$ cat src/rtl/myriadrf_rx_ctrl.sv
// MyriadRF receive-side control: sign-extends 12-bit I/Q samples into 32-bit words, buffers
// them in a small FIFO and DMA-writes them to memory over a Wishbone master.
module myriadrf_rx_ctrl #(
  parameter int unsigned FIFO_AW = 4
) (
  input  logic        clk,
  input  logic        rst,
  input  logic [23:0] s_data_i,
  input  logic        s_valid_i,
  output logic        s_ready_o,
  input  logic [31:0] wbs_adr_i,
  input  logic [31:0] wbs_dat_i,
  input  logic [3:0]  wbs_sel_i,
  input  logic        wbs_we_i,
  input  logic        wbs_cyc_i,
  input  logic        wbs_stb_i,
  input  logic [2:0]  wbs_cti_i,
  input  logic [1:0]  wbs_bte_i,
  output logic [31:0] wbs_dat_o,
  output logic        wbs_ack_o,
  output logic        wbs_err_o,
  output logic        wbs_rty_o,
  output logic        irq_o,
  output logic [31:0] wbm_adr_o,
  output logic [31:0] wbm_dat_o,
  output logic [3:0]  wbm_sel_o,
  output logic        wbm_we_o,
  output logic        wbm_cyc_o,
  output logic        wbm_stb_o,
  output logic [2:0]  wbm_cti_o,
  output logic [1:0]  wbm_bte_o,
  input  logic [31:0] wbm_dat_i,
  input  logic        wbm_ack_i,
  input  logic        wbm_err_i,
  input  logic        wbm_rty_i
);

  localparam int unsigned Depth = 1 << FIFO_AW;

  typedef enum logic [1:0] {StIdle, StWrite, StRetry} state_e;

  state_e             state_q, state_d;
  logic               busy_q, busy_d, abort_q, abort_d;
  logic               overflow_q, overflow_d, done_q, done_d, bus_err_q, bus_err_d;
  logic               irq_q, irq_d, wbs_ack_q, wbs_ack_d;
  logic [31:0]        wbs_dat_q, wbs_dat_d;
  logic [31:0]        start_addr_q, start_addr_d, buf_size_q, buf_size_d;
  logic [31:0]        wr_cnt_q, wr_cnt_d, push_cnt_q, push_cnt_d;
  logic [FIFO_AW:0]   wr_ptr_q, wr_ptr_d, rd_ptr_q, rd_ptr_d;
  logic [31:0]        mem_q [Depth];

  logic        fifo_empty, fifo_full, want, push, drop, flush;
  logic        wbs_req, reg_wr, in_write;
  logic [2:0]  reg_idx;
  logic [31:0] bmask, sample_word, fifo_head;
  logic        unused_inputs;

  assign unused_inputs = ^{wbs_adr_i[31:5], wbs_adr_i[1:0], wbs_cti_i, wbs_bte_i, wbm_dat_i};

  assign fifo_empty = (wr_ptr_q == rd_ptr_q);
  assign fifo_full  = (wr_ptr_q[FIFO_AW] != rd_ptr_q[FIFO_AW]) &&
                      (wr_ptr_q[FIFO_AW-1:0] == rd_ptr_q[FIFO_AW-1:0]);
  assign fifo_head  = mem_q[rd_ptr_q[FIFO_AW-1:0]];

  assign sample_word = {{4{s_data_i[23]}}, s_data_i[23:12], {4{s_data_i[11]}}, s_data_i[11:0]};

  // The source never stalls: a full FIFO drops the sample and flags overflow instead.
  assign want = s_valid_i & busy_q & (push_cnt_q < buf_size_q);
  assign push = want & ~abort_q & ~fifo_full;
  assign drop = want & fifo_full;

  assign wbs_req = wbs_cyc_i & wbs_stb_i & ~wbs_ack_q;
  assign reg_wr  = wbs_req & wbs_we_i;
  assign reg_idx = wbs_adr_i[4:2];
  assign bmask   = {{8{wbs_sel_i[3]}}, {8{wbs_sel_i[2]}}, {8{wbs_sel_i[1]}}, {8{wbs_sel_i[0]}}};

  always_comb begin
    state_d      = state_q;
    busy_d       = busy_q;
    abort_d      = abort_q;
    overflow_d   = overflow_q;
    done_d       = done_q;
    bus_err_d    = bus_err_q;
    start_addr_d = start_addr_q;
    buf_size_d   = buf_size_q;
    wr_cnt_d     = wr_cnt_q;
    push_cnt_d   = push_cnt_q;
    wr_ptr_d     = wr_ptr_q;
    rd_ptr_d     = rd_ptr_q;
    wbs_ack_d    = wbs_req;
    wbs_dat_d    = '0;
    irq_d        = done_q | bus_err_q;
    flush        = 1'b0;

    if (wbs_req && !wbs_we_i) begin
      case (reg_idx)
        3'd0:    wbs_dat_d = {31'b0, busy_q};
        3'd1:    wbs_dat_d = start_addr_q;
        3'd2:    wbs_dat_d = buf_size_q;
        3'd3:    wbs_dat_d = {28'b0, bus_err_q, done_q, overflow_q, busy_q};
        3'd4:    wbs_dat_d = wr_cnt_q;
        default: wbs_dat_d = '0;
      endcase
    end

    if (reg_wr) begin
      case (reg_idx)
        3'd0: begin
          if (wbs_sel_i[0]) begin
            if (wbs_dat_i[0] && !busy_q) begin
              wr_cnt_d   = '0;
              push_cnt_d = '0;
              if (buf_size_q == '0) done_d = 1'b1;
              else                  busy_d = 1'b1;
            end else if (!wbs_dat_i[0] && busy_q) begin
              abort_d = 1'b1;
            end
          end
        end
        3'd1: start_addr_d = ((start_addr_q & ~bmask) | (wbs_dat_i & bmask)) & 32'hFFFF_FFFC;
        3'd2: buf_size_d   = (buf_size_q & ~bmask) | (wbs_dat_i & bmask);
        3'd3: begin
          if (wbs_sel_i[0]) begin
            overflow_d = overflow_q & ~wbs_dat_i[1];
            done_d     = done_q & ~wbs_dat_i[2];
            bus_err_d  = bus_err_q & ~wbs_dat_i[3];
          end
        end
        default: ;
      endcase
    end

    if (push) begin
      push_cnt_d = push_cnt_q + 32'd1;
      wr_ptr_d   = wr_ptr_q + 1'b1;
    end
    if (drop) overflow_d = 1'b1;

    unique case (state_q)
      StIdle: begin
        // An abort settles only here, so a write already on the bus always completes first.
        if (busy_q && abort_q) begin
          flush   = 1'b1;
          busy_d  = 1'b0;
          abort_d = 1'b0;
        end else if (busy_q && !fifo_empty) begin
          state_d = StWrite;
        end
      end
      StWrite: begin
        if (wbm_err_i) begin
          bus_err_d = 1'b1;
          flush     = 1'b1;
          busy_d    = 1'b0;
          abort_d   = 1'b0;
          state_d   = StIdle;
        end else if (wbm_ack_i) begin
          rd_ptr_d = rd_ptr_q + 1'b1;
          wr_cnt_d = wr_cnt_q + 32'd1;
          state_d  = StIdle;
          if (!abort_q && (wr_cnt_q + 32'd1 == buf_size_q)) begin
            busy_d = 1'b0;
            done_d = 1'b1;
          end
        end else if (wbm_rty_i) begin
          state_d = StRetry;
        end
      end
      StRetry: state_d = StWrite;
      default: state_d = StIdle;
    endcase

    if (flush) begin
      wr_ptr_d = '0;
      rd_ptr_d = '0;
    end
  end

  always_ff @(posedge clk or posedge rst) begin
    if (rst) begin
      state_q      <= StIdle;
      busy_q       <= 1'b0;
      abort_q      <= 1'b0;
      overflow_q   <= 1'b0;
      done_q       <= 1'b0;
      bus_err_q    <= 1'b0;
      irq_q        <= 1'b0;
      wbs_ack_q    <= 1'b0;
      wbs_dat_q    <= '0;
      start_addr_q <= '0;
      buf_size_q   <= '0;
      wr_cnt_q     <= '0;
      push_cnt_q   <= '0;
      wr_ptr_q     <= '0;
      rd_ptr_q     <= '0;
    end else begin
      state_q      <= state_d;
      busy_q       <= busy_d;
      abort_q      <= abort_d;
      overflow_q   <= overflow_d;
      done_q       <= done_d;
      bus_err_q    <= bus_err_d;
      irq_q        <= irq_d;
      wbs_ack_q    <= wbs_ack_d;
      wbs_dat_q    <= wbs_dat_d;
      start_addr_q <= start_addr_d;
      buf_size_q   <= buf_size_d;
      wr_cnt_q     <= wr_cnt_d;
      push_cnt_q   <= push_cnt_d;
      wr_ptr_q     <= wr_ptr_d;
      rd_ptr_q     <= rd_ptr_d;
    end
  end

  always_ff @(posedge clk) begin
    if (push) mem_q[wr_ptr_q[FIFO_AW-1:0]] <= sample_word;
  end

  assign in_write  = (state_q == StWrite);
  assign wbm_cyc_o = in_write;
  assign wbm_stb_o = in_write;
  assign wbm_we_o  = in_write;
  assign wbm_sel_o = {4{in_write}};
  assign wbm_cti_o = 3'b000;
  assign wbm_bte_o = 2'b00;
  assign wbm_adr_o = in_write ? (start_addr_q + {wr_cnt_q[29:0], 2'b00}) : '0;
  assign wbm_dat_o = in_write ? fifo_head : '0;

  assign s_ready_o = 1'b1;
  assign wbs_ack_o = wbs_ack_q;
  assign wbs_dat_o = wbs_dat_q;
  assign wbs_err_o = 1'b0;
  assign wbs_rty_o = 1'b0;
  assign irq_o     = irq_q;

endmodule

$ cat config.mk
export PLATFORM = sky130hd
export DESIGN_NAME = myriadrf_rx_ctrl
export DESIGN_NICKNAME = d
export VERILOG_FILES = /design/src/rtl/myriadrf_rx_ctrl.sv
export SDC_FILE = /design/constraint.sdc
export NUM_CORES = 1
export LEC_CHECK = 0
export ABC_AREA = 1
export BUFFER_PORTS_ARGS = -buffer_cell sky130_fd_sc_hd__buf_4
export CAP_MARGIN = 10
export CELL_PAD_IN_SITES_DETAIL_PLACEMENT = 1
export CELL_PAD_IN_SITES_GLOBAL_PLACEMENT = 2
export CORE_MARGIN = 4
export CORE_UTILIZATION = 34
export DETAILED_ROUTE_END_ITERATION = 16
export PLACE_DENSITY = 0.74
export SLEW_MARGIN = 20
export SYNTH_ARGS = -nofsm -noshare
export SYNTH_HDL_FRONTEND = slang
export SYNTH_SLANG_ARGS = --single-unit
$ cat constraint.sdc
create_clock -name clk -period 5.14 [get_ports clk]
set_input_delay 0.257 -clock clk [delete_from_list [all_inputs] [get_ports clk]]
set_output_delay 0.257 -clock clk [all_outputs]
set_load 0.03 [all_outputs]
---- After elaboration in Yosys (flattened, before gate mapping) ----
Memory sizes are Yosys's and may differ from the RTL's.
Index checks and enable logic that the tools add are counted.
word-level totals
  flip-flop bits (word level) ............. 177
  memory bits (writable) .................. 512
  input port bits ......................... 138
  output and inout port bits .............. 113
  word-level logic and storage cells ...... 161
  memories kept ........................... 1
memories
  name   words  bits a word  read ports  clocked after Yosys merged registers in  write ports  RTL line  text
  mem_q  16     32           1           0                                        1            50        logic [31:0] mem_q [Depth];
operators by class
  add/sub/neg operators ................... 5
  magnitude comparators ................... 1
  eq/ne operators ......................... 14
  multiplexer cells ....................... 70
  bitwise logic cells ..................... 24
  reduce and logical (&&, ||, !) cells .... 31
operator list
  operator                                             count
  2-to-1 mux 32 bit                                    15
  case mux 32 bit (5 select lines)                     1
  AND 32 bit                                           3
  adder 32 x 1 -> 32 bit, second input constant        2
  OR 32 bit                                            2
  2-to-1 mux 1 bit                                     38
  adder 32 bit                                         1
  equality test 32 bit                                 1
  logical NOT 32 bit                                   1
  < comparator 32 bit                                  1
  inverter 32 bit                                      1
  2-to-1 mux 5 bit                                     6
  nonzero test 2 bit                                   10
  AND 1 bit                                            11
  adder 5 x 1 -> 5 bit, second input constant          2
  2-to-1 mux 2 bit                                     5
  AND reduction 3 bit                                  3
  case mux 1 bit (2 select lines)                      4
  logical AND 1 bit                                    7
  equality test 3 x 2 -> 1 bit, second input constant  2
  inverter 1 bit                                       6
  case mux 2 bit (3 select lines)                      1
  equality test 5 bit                                  1
  logical NOT 1 bit                                    5
  other kinds (14)                                     16

---- Longest topological paths before layout ----
Gate-level depths: netlist of the first run.
  depth in word-level cells ............... 10
  gate-level depth with buffers ........... 18
  gate-level depth less buffers ........... 18

---- Least setup slack after synthesis of the first run ----
OpenSTA, ideal clock, no wires.
  path type ............................... reg2reg
  start point ............................. reg (tool-made name)
  end point ............................... mem mem_q[0][0] (enable)
  arrival ................................. 3.447 ns
  required time ........................... 4.705 ns
  slack ................................... 1.257 ns
  stages on the path, launching flop included .. 12
  path buffers ............................ 2
  period minus slack after synthesis ...... 3.883 ns
  path through ............................ dfrtp_1 -> inv_1 -> ha_1 -> a21oi_1 -> o21ai_0 -> nand2_1 -> o211ai_1 -> a21oi_1 -> nand4_2 -> buf_2 -> buf_2 -> nor3_1
RTL lines
  item       RTL line
  to (decl)  50

---- Final worst setup path of the first run ----
  start point ............................. reg rd_ptr_q[0]
  end point ............................... out wbm_dat_o[9]
on the way
  cells in the longest elaborated chain, start to end .. 2
ends and longest elaborated chain
  item                    RTL line  text
  from (decl)             49        logic [FIFO_AW:0] wr_ptr_q, wr_ptr_d, rd_ptr_q, rd_ptr_d;
  from (signal assigned)  211       rd_ptr_q <= rd_ptr_d;
  memory (16 x 32 bit)    n/a
  2-to-1 mux 32 bit       227       assign wbm_dat_o = in_write ? fifo_head : '0;
  to (decl)               25        output logic [31:0] wbm_dat_o,
No other way between the ends.

==> summary.md, run 1 <==
| Metric | Value |
|---|---|
| Yosys reg bits | approximately 560 |
| IO Pins | 251 |
| Hold Path Class | input port to flop |
| Top post-synthesis cells by area | edfxtp_1 (43%), dfrtp_1 (16%), nand2_1 (6.8%), o21ai_0 (6.5%), nor2_1 (4.6%) |
| Worst Path Max Fanout | 84 |
| Global Route Usage Sum | a little under a quarter |
| Fmax | 241 MHz |
| Pwr Total | 0.0151 W |
| First-pass GRT wire length | 144000 um |
| GPL Wtd Cong | 0.861 |
| CP arrival | 3.89 ns |
| CTS root buffer | clkbuf_16 |
| Worst-margin pin slew | a little under 1 ns |
| DP Wirelength | 64500 um |
| CP Cell Sequence | inv_4 > buf_4 > nor2_1 > o221ai_1 > nand3_1 > a31oi_1 > buf_4 |
| Wirelength, routed | 96100 um |
| Layout cells sized above 1 | 12.3% |
| Clock tree buffer depth | 3 |
| CP startpoint kind | flop |
| Area growth syn-to-layout | 20.4% |
| Post CTS Setup Buffer Count | 0 |
| Yosys top cell by area | edfxtp_1 |
| RSZ-0062 raised after global routing | no |
| Worst hold stages | 4 |
| Initial DRC count | 1428 |
| Final Hold Fails | 0 |
| Vias | 21.9k |
| Final nets | 3193 |
| I/O Buffers | roughly 170 |
| CP peak stage delay | a little over 0.8 ns |
| Total grt overflow | 0 |
| P_sw | between 0.005 and 0.006 W |
| Avg Cell Area, Syn | about 10 um2 |
| Core footprint | 78000 um2 |
| Status | finished clean |
| Initial antenna violation count | 4 |
| Vias per cell | 5.37 |
| Worst setup EP type | primary output |
| Pint | roughly 0.0095 W |
| Post-synthesis sequential area ratio | about 59% |
| PostCTS Resize Cnt | 0 |
| Die span in y | around 290 um |
| Worst hold path startpoint | wbm_ack_i |
| # clock sinks | 561 |
| Max Cap Viol | 0 |
| Critical R2R Capture | busy_q |
| H-tree levels | 3 |
| DR WL/cell | 23.6 um |
| Final min period | about 4.2 ns |
| Worst Hold End | state_q[1] |
| Worst-skew pair later-pin latency | 0.64 ns |
| Pins over their slew limit | 0 |
| Count of cell types in the netlist | 44 |
| Rel. slew slack | 35.4% |
| Cells after Synth | between 2k and 3k |
| Setup crit start | rd_ptr_q[0] |
| RR Startpoint | wr_cnt_q[1] |
| Final ANT Viol Nets | 0 |
| Setup Crit Path Kind | flop to primary output |
| Chip Width | around 290 um |
| Worst Clk Skew | 0.0423 ns |
| TritonCTS Buffers | 68 |
| Yosys Warn Count | 0 |
| Setup violations, final | 0 |
| Slowest CP cell | dfrtp_4 |
| DRC viols | 0 |
| CP required | 4.88 ns |
| Final TNS setup | 0 ns |
| Syn Std Cell Area | 26900 um2 |
| Pre-antenna DRT Iters | 5 |
| Post-CTS Hold Fix Bufs | 62 |
| Initial core utilization | 34.5% |
| Lkg Pwr | roughly 13 nW |
| Vias in the first global route | 22.8k |
| Largest net degree at the start of global routing | 114 |
| CTS tree | yes |
| Final Cell Area | 32400 um2 |
| Max IR drop VDD | ~0.32 mV |
| Final Cycle Share | 80.8% |
| Reg2Reg Depth | 17 |
| # rows | between 100 and 150 |
| Worst reg-to-reg setup slack | 1.45 ns |
| Combinational Power Share | 29.3% |
| Synth top area share | 42.8% |
| Die area | approximately 84000 um2 |
| Clock network power share | between 30 and 40% |
| Most frequent CP cell | buf_4 |
| Post-DP Area | 29400 um2 |
| Reg clk slew, reported paths | 0.05 ns |
| Pwr Density | 465 nW/um2 |
| Hold slack | 0.0396 ns |
| Switch share | between 30% and 40% |
| Seq pwr share | 36.8% |
==> area by class of cell <==
class                   count  area [um2]
diodes                      2        5.00
clock buffers              82        1780
clock inverters            40         622
fillers                  8753       45500
inverters                 214         813
multi-input cells        1864        9680
flip-flops and latches    561       16000
well taps                1040        1300
repair buffers            278        2260
==> through the flow <==
stage	instances	utilization, %	setup WS (ns)
after global routing	4081	41.6	0.726
after CTS	4079	41.6	0.739
after global placement	3895	37.7	1.52
final	4081	41.6	0.988
after detailed placement	3895	37.7	1.43
after floorplan	2778	-	0.0811
==> worst max path at each step <==
stage	to	slack (ns)	depth (start not counted)
3_5_place_dp	wbm_dat_o[9]	1.43	6
5_1_grt	wbm_dat_o[9]	0.73	7
6_report	wbm_dat_o[9]	0.99	7
3_3_place_gp	mem_q[15][30]	1.52	10
4_1_cts	wbm_dat_o[9]	0.74	6
2_1_floorplan	async pin	0.08	1
==> critical path, delay by kind of cell (launching register included) <==
family	cells	cell delay (ns)
compound gates	2	0.66
buf+inv	3	1.49
flops	1	0.82
simple gates	2	0.19
==> per-layer routing <==
metal | part of all wire, % | routed length [um] | vias up | global-route usage (%)
met5 | 0.014 | 13 | - | 0
met4 | 2.5 | 2380 | 2 | 6.25
met3 | 4.1 | 3940 | 136 | 3.25
met2 | 51 | 48800 | 485 | 40.4
met1 | 43 | 41000 | 11139 | 28.9
li1 | - | - | 10170 | -
==> Yosys cell counts (all sizes together) <==
cell type	instances
inv	209
clkinv	5
o22ai	91
fa	1
clkbuf	95
nor4	19
o211ai	17
nor2	346
edfxtp	384
a21o	2
nand4	27
nand2	496
a221oi	5
or2	3
a31oi	26
o221ai	60
nor3b	1
and3	1
dfrtp	177
xnor2	23
buf	44
o21bai	2
xor2	21
nor3	45
o21a	5
nand3	139
o31ai	3
nand3b	2
a211oi	2
o21ai	359
ha	67
conb	2
a21oi	91
==> layout by cell type, fill, tap and decap left out, drive strengths merged <==
cell	n
o22ai	91
nor3b	1
o21ai	359
a31oi	26
bufinv	11
nor4	19
diode	2
xor2	21
xnor2	23
fa	1
nand3b	2
nand3	139
or2	3
o31ai	3
inv	211
clkbuf	82
buf	216
nand4	27
o221ai	60
a221oi	5
o21a	5
dfrtp	177
a21oi	91
dlygate4sd3	62
conb	10
a21o	2
clkinv	31
nor3	45
nand2	496
o21bai	2
clkinvlp	1
o211ai	17
a211oi	2
nor2	346
ha	67
and3	1
edfxtp	384
==> logic make-up (layout without fill, tap and decap cells) <==
group                      Yosys count  count (layout)  synth area share, %
adders and majority gates           68              68                 3.19
AOI/OAI and AO/OA                  663             663                 14.1
and+or+nand+nor                   1079            1079                 16.7
buffers and inverters              353             614                 5.32
DFF                                561             561                 59.2
other                                2              12               0.0279
xor gates and xnor gates            44              44                 1.43
==> power groups by stage <==
| stage | logic (W) | clock network, W | registers (W) |
|---|---|---|---|
| after floorplan | 0.00297 | 0 | 0.00539 |
| after global placement | 0.00423 | 0 | 0.00563 |
| after detailed placement | 0.00437 | 0 | 0.00564 |
| after CTS | 0.00444 | 0.00524 | 0.00555 |
| after global routing | 0.00490 | 0.00546 | 0.00559 |
| final | 0.00442 | 0.00511 | 0.00556 |
No activity file was read; power rests on OpenSTA's default activity.
==> inputs of run 2 (changes only) <==
Settings changed: CORE_UTILIZATION 34 to 38, PLACE_DENSITY 0.74 to 0.79.
Clock period 5.14 ns to 3.86 ns, I/O delays scaled along.
==> summary.md, run 2 (synthesis results as in run 1) <==
| Metric | Value |
|---|---|
| I/O Buffers | 174 (unchanged) |
| TritonCTS Buffers | 61 (-10%) |
| Worst Path Max Fanout | 23 (-73%) |
| Wirelength, routed | 95000 um (-1.2%) |
| Hold Path Class | input port to flop |
| Fmax | around 280 MHz |
| Core footprint | 70100 um2 (-10%) |
| Slowest CP cell | dfrtp_2 |
| Die area | 75200 um2 (-10%) |
| CP startpoint kind | flop |
| Max Cap Viol | 0 (unchanged) |
| Multi-input logic area | 9690 um2 (+0.13%) |
| Final Hold Fails | 0 (unchanged) |
| Pre-antenna DRT Iters | 5 (unchanged) |
| Final ANT Viol Nets | 0 (unchanged) |
| Final nets | 3191 (-0.063%) |
| Commonest non-fill, non-tap cells in the layout | nand2_1 (490), edfxtp_1 (384), o21ai_0 (351) |
| Reg2Reg Depth | 10 (-7) |
| Final Cell Area | 32300 um2 (-0.52%) |
| Filler cells | 7905 (-9.7%) |
| DR WL/cell | 23.9 um (+1.4%) |
| Setup violations, final | 0 (unchanged) |
| Global Route Usage Sum | 24.9% (+2.2 points) |
| Final Cycle Share | 93.2% |
| Layout cells sized above 1 | 12.2% (-0.091 points) |
| RSZ-0062 raised after global routing | no |
| H-tree levels | 2 (-1) |
| Die span in y | 274 um (-5.3%) |
| First-pass GRT wire length | 143000 um (-0.35%) |
| CP required | 3.67 ns (-1.21 ns) |
| Area growth syn-to-layout | 19.8% |
| Post-DP Area | 29600 um2 (+0.61%) |
| GPL Wtd Cong | 0.872 (+1.2%) |
| Worst-margin pin slew | 0.907 ns (-0.0576 ns) |
| Vias | 22.0k (+0.44%) |
| Final min period | approximately 3.6 ns |
| Antenna fix cells | 0 (-2) |
| Initial antenna violation count | 2 (-2) |
| Rel. slew slack | 39.4% (+4.0 points) |
| Max IR drop VDD | 0.507 mV (+60%) |
| Worst Clk Skew | 0.0464 ns (+0.00416 ns) |
| Chip Width | 274 um (-5.3%) |
| # rows | 97 (-4.9%) |
| CP peak stage delay | 0.76 ns (-0.06 ns) |
| Initial DRC count | 1813 (+27%) |
| CTS tree | yes |
| Total grt overflow | 0 (unchanged) |
| Pins over their slew limit | 0 (unchanged) |
| Lkg Pwr | 12.5 nW (-0.74%) |
| Reg clk slew, reported paths | 0.06 ns (about the same) |
| Register Area | 16000 um2 (unchanged) |
| Vias per cell | 5.54 (+3.1%) |
| Pwr Density | 601 nW/um2 (+29%) |
| Largest net degree at the start of global routing | 184 (+61%) |
| Most common cell after layout, fill and taps aside | nand2_1 |
| # clock sinks | 561 (unchanged) |
| Status | finished clean |
| Worst-skew pair later-pin latency | 0.66 ns (+0.02 ns) |
| Initial core utilization | 38.4% (+3.9 points) |
| DRC viols | 0 (unchanged) |
| Worst hold stages | 4 (unchanged) |
| Vias in the first global route | 23.0k (+1.2%) |
| CP arrival | 3.41 ns (-0.48 ns) |
| Final Util | 46.0% (+4.4 points) |
| Worst setup EP type | primary output |
| CP Cell Sequence | nand2_1 > inv_1 > buf_4 > nand2_1 > a31oi_1 > buf_4 |
| DP Wirelength | 63600 um (-1.4%) |
| IO Pins | 251 (unchanged) |
| Clock tree buffer depth | 3 (unchanged) |
| CTS root buffer | clkbuf_16 |
| Setup Crit Path Kind | flop to primary output |
run 2: cell count changes in the layout (fill, tap and decap cells not counted), sizes merged:
cell      before  now
buf          216  221
clkinvlp       1    8
clkinv        31   33
bufinv        11    8
clkbuf        82   72
inv          211  208
diode          2    0
run 2: metal layers:
layer  GRT usage (%)  up-vias  part of all wire (%)
met5               0        -                 0.014
met4            7.86        2                   3.2
met3            2.82      149                   4.5
met2            44.6      560                    51
met1            31.7    11138                    42
li1                -    10180                     -
run 2: area by class of cell:
cell class	instances	area share, %
well taps	940	3.65
flip-flops and latches	561	49.5
repair buffers	283	7.92
inverters	214	2.51
multi-input cells	1864	30.0
clock buffers	72	4.86
clock inverters	43	1.54
run 2: final timing paths:
check                             startpoint            end  slack, ns
min in group asynchronous                rst   wbs_dat_o[4]       0.16
max in group asynchronous                rst      async pin       2.59
worst max-delay path             rd_ptr_q[2]  wbm_dat_o[14]       0.26
worst max register to register          flop    mem_q[2][0]       0.50
worst min-delay path            wbs_sel_i[0]      bus_err_q       0.04
worst min register to register    state_q[0]     state_q[0]       0.50
run 2: per-stage QoR:
stage               worst slack [ns]  total power [W]  hold slack (ns)  instances  TNS (ns)
floorplan                    -0.0226           0.0111            0.292       2778     -7.96
global placement               0.597           0.0132            0.266       3800         0
detailed placement             0.575           0.0134            0.285       3800         0
CTS                           0.0970           0.0195          0.00843       3977         0
global route                 0.00402           0.0204           0.0409       3977         0
finish                         0.262           0.0194           0.0386       3977         0
run 2: what timing repair did:
action | 4_1_cts | 5_1_grt
hold endpoints to repair | 476 | 0
endpoints found under the setup margin | 0 | 5
buffers inserted | 0 | 0
hold buffers | 62 | 0
gates resized for setup | 0 | 2
run 2: worst max-delay path, delay by kind of cell, from the launching register on:
kind / cells / cell delay [ns]
buffers and inverters: 3 / 1.25
flip-flops: 1 / 0.76
AO/OA/AOI/OAI: 1 / 0.52
AND/OR/NAND/NOR: 2 / 0.19
run 2: power breakdown:
part	leakage (nW)	switching [W]	internal, W
combinational	5.73	0.00418	0.00184
clock	0.981	0.00259	0.00346
sequential	5.79	0.000579	0.00676
total	12.5	0.00734	0.0121
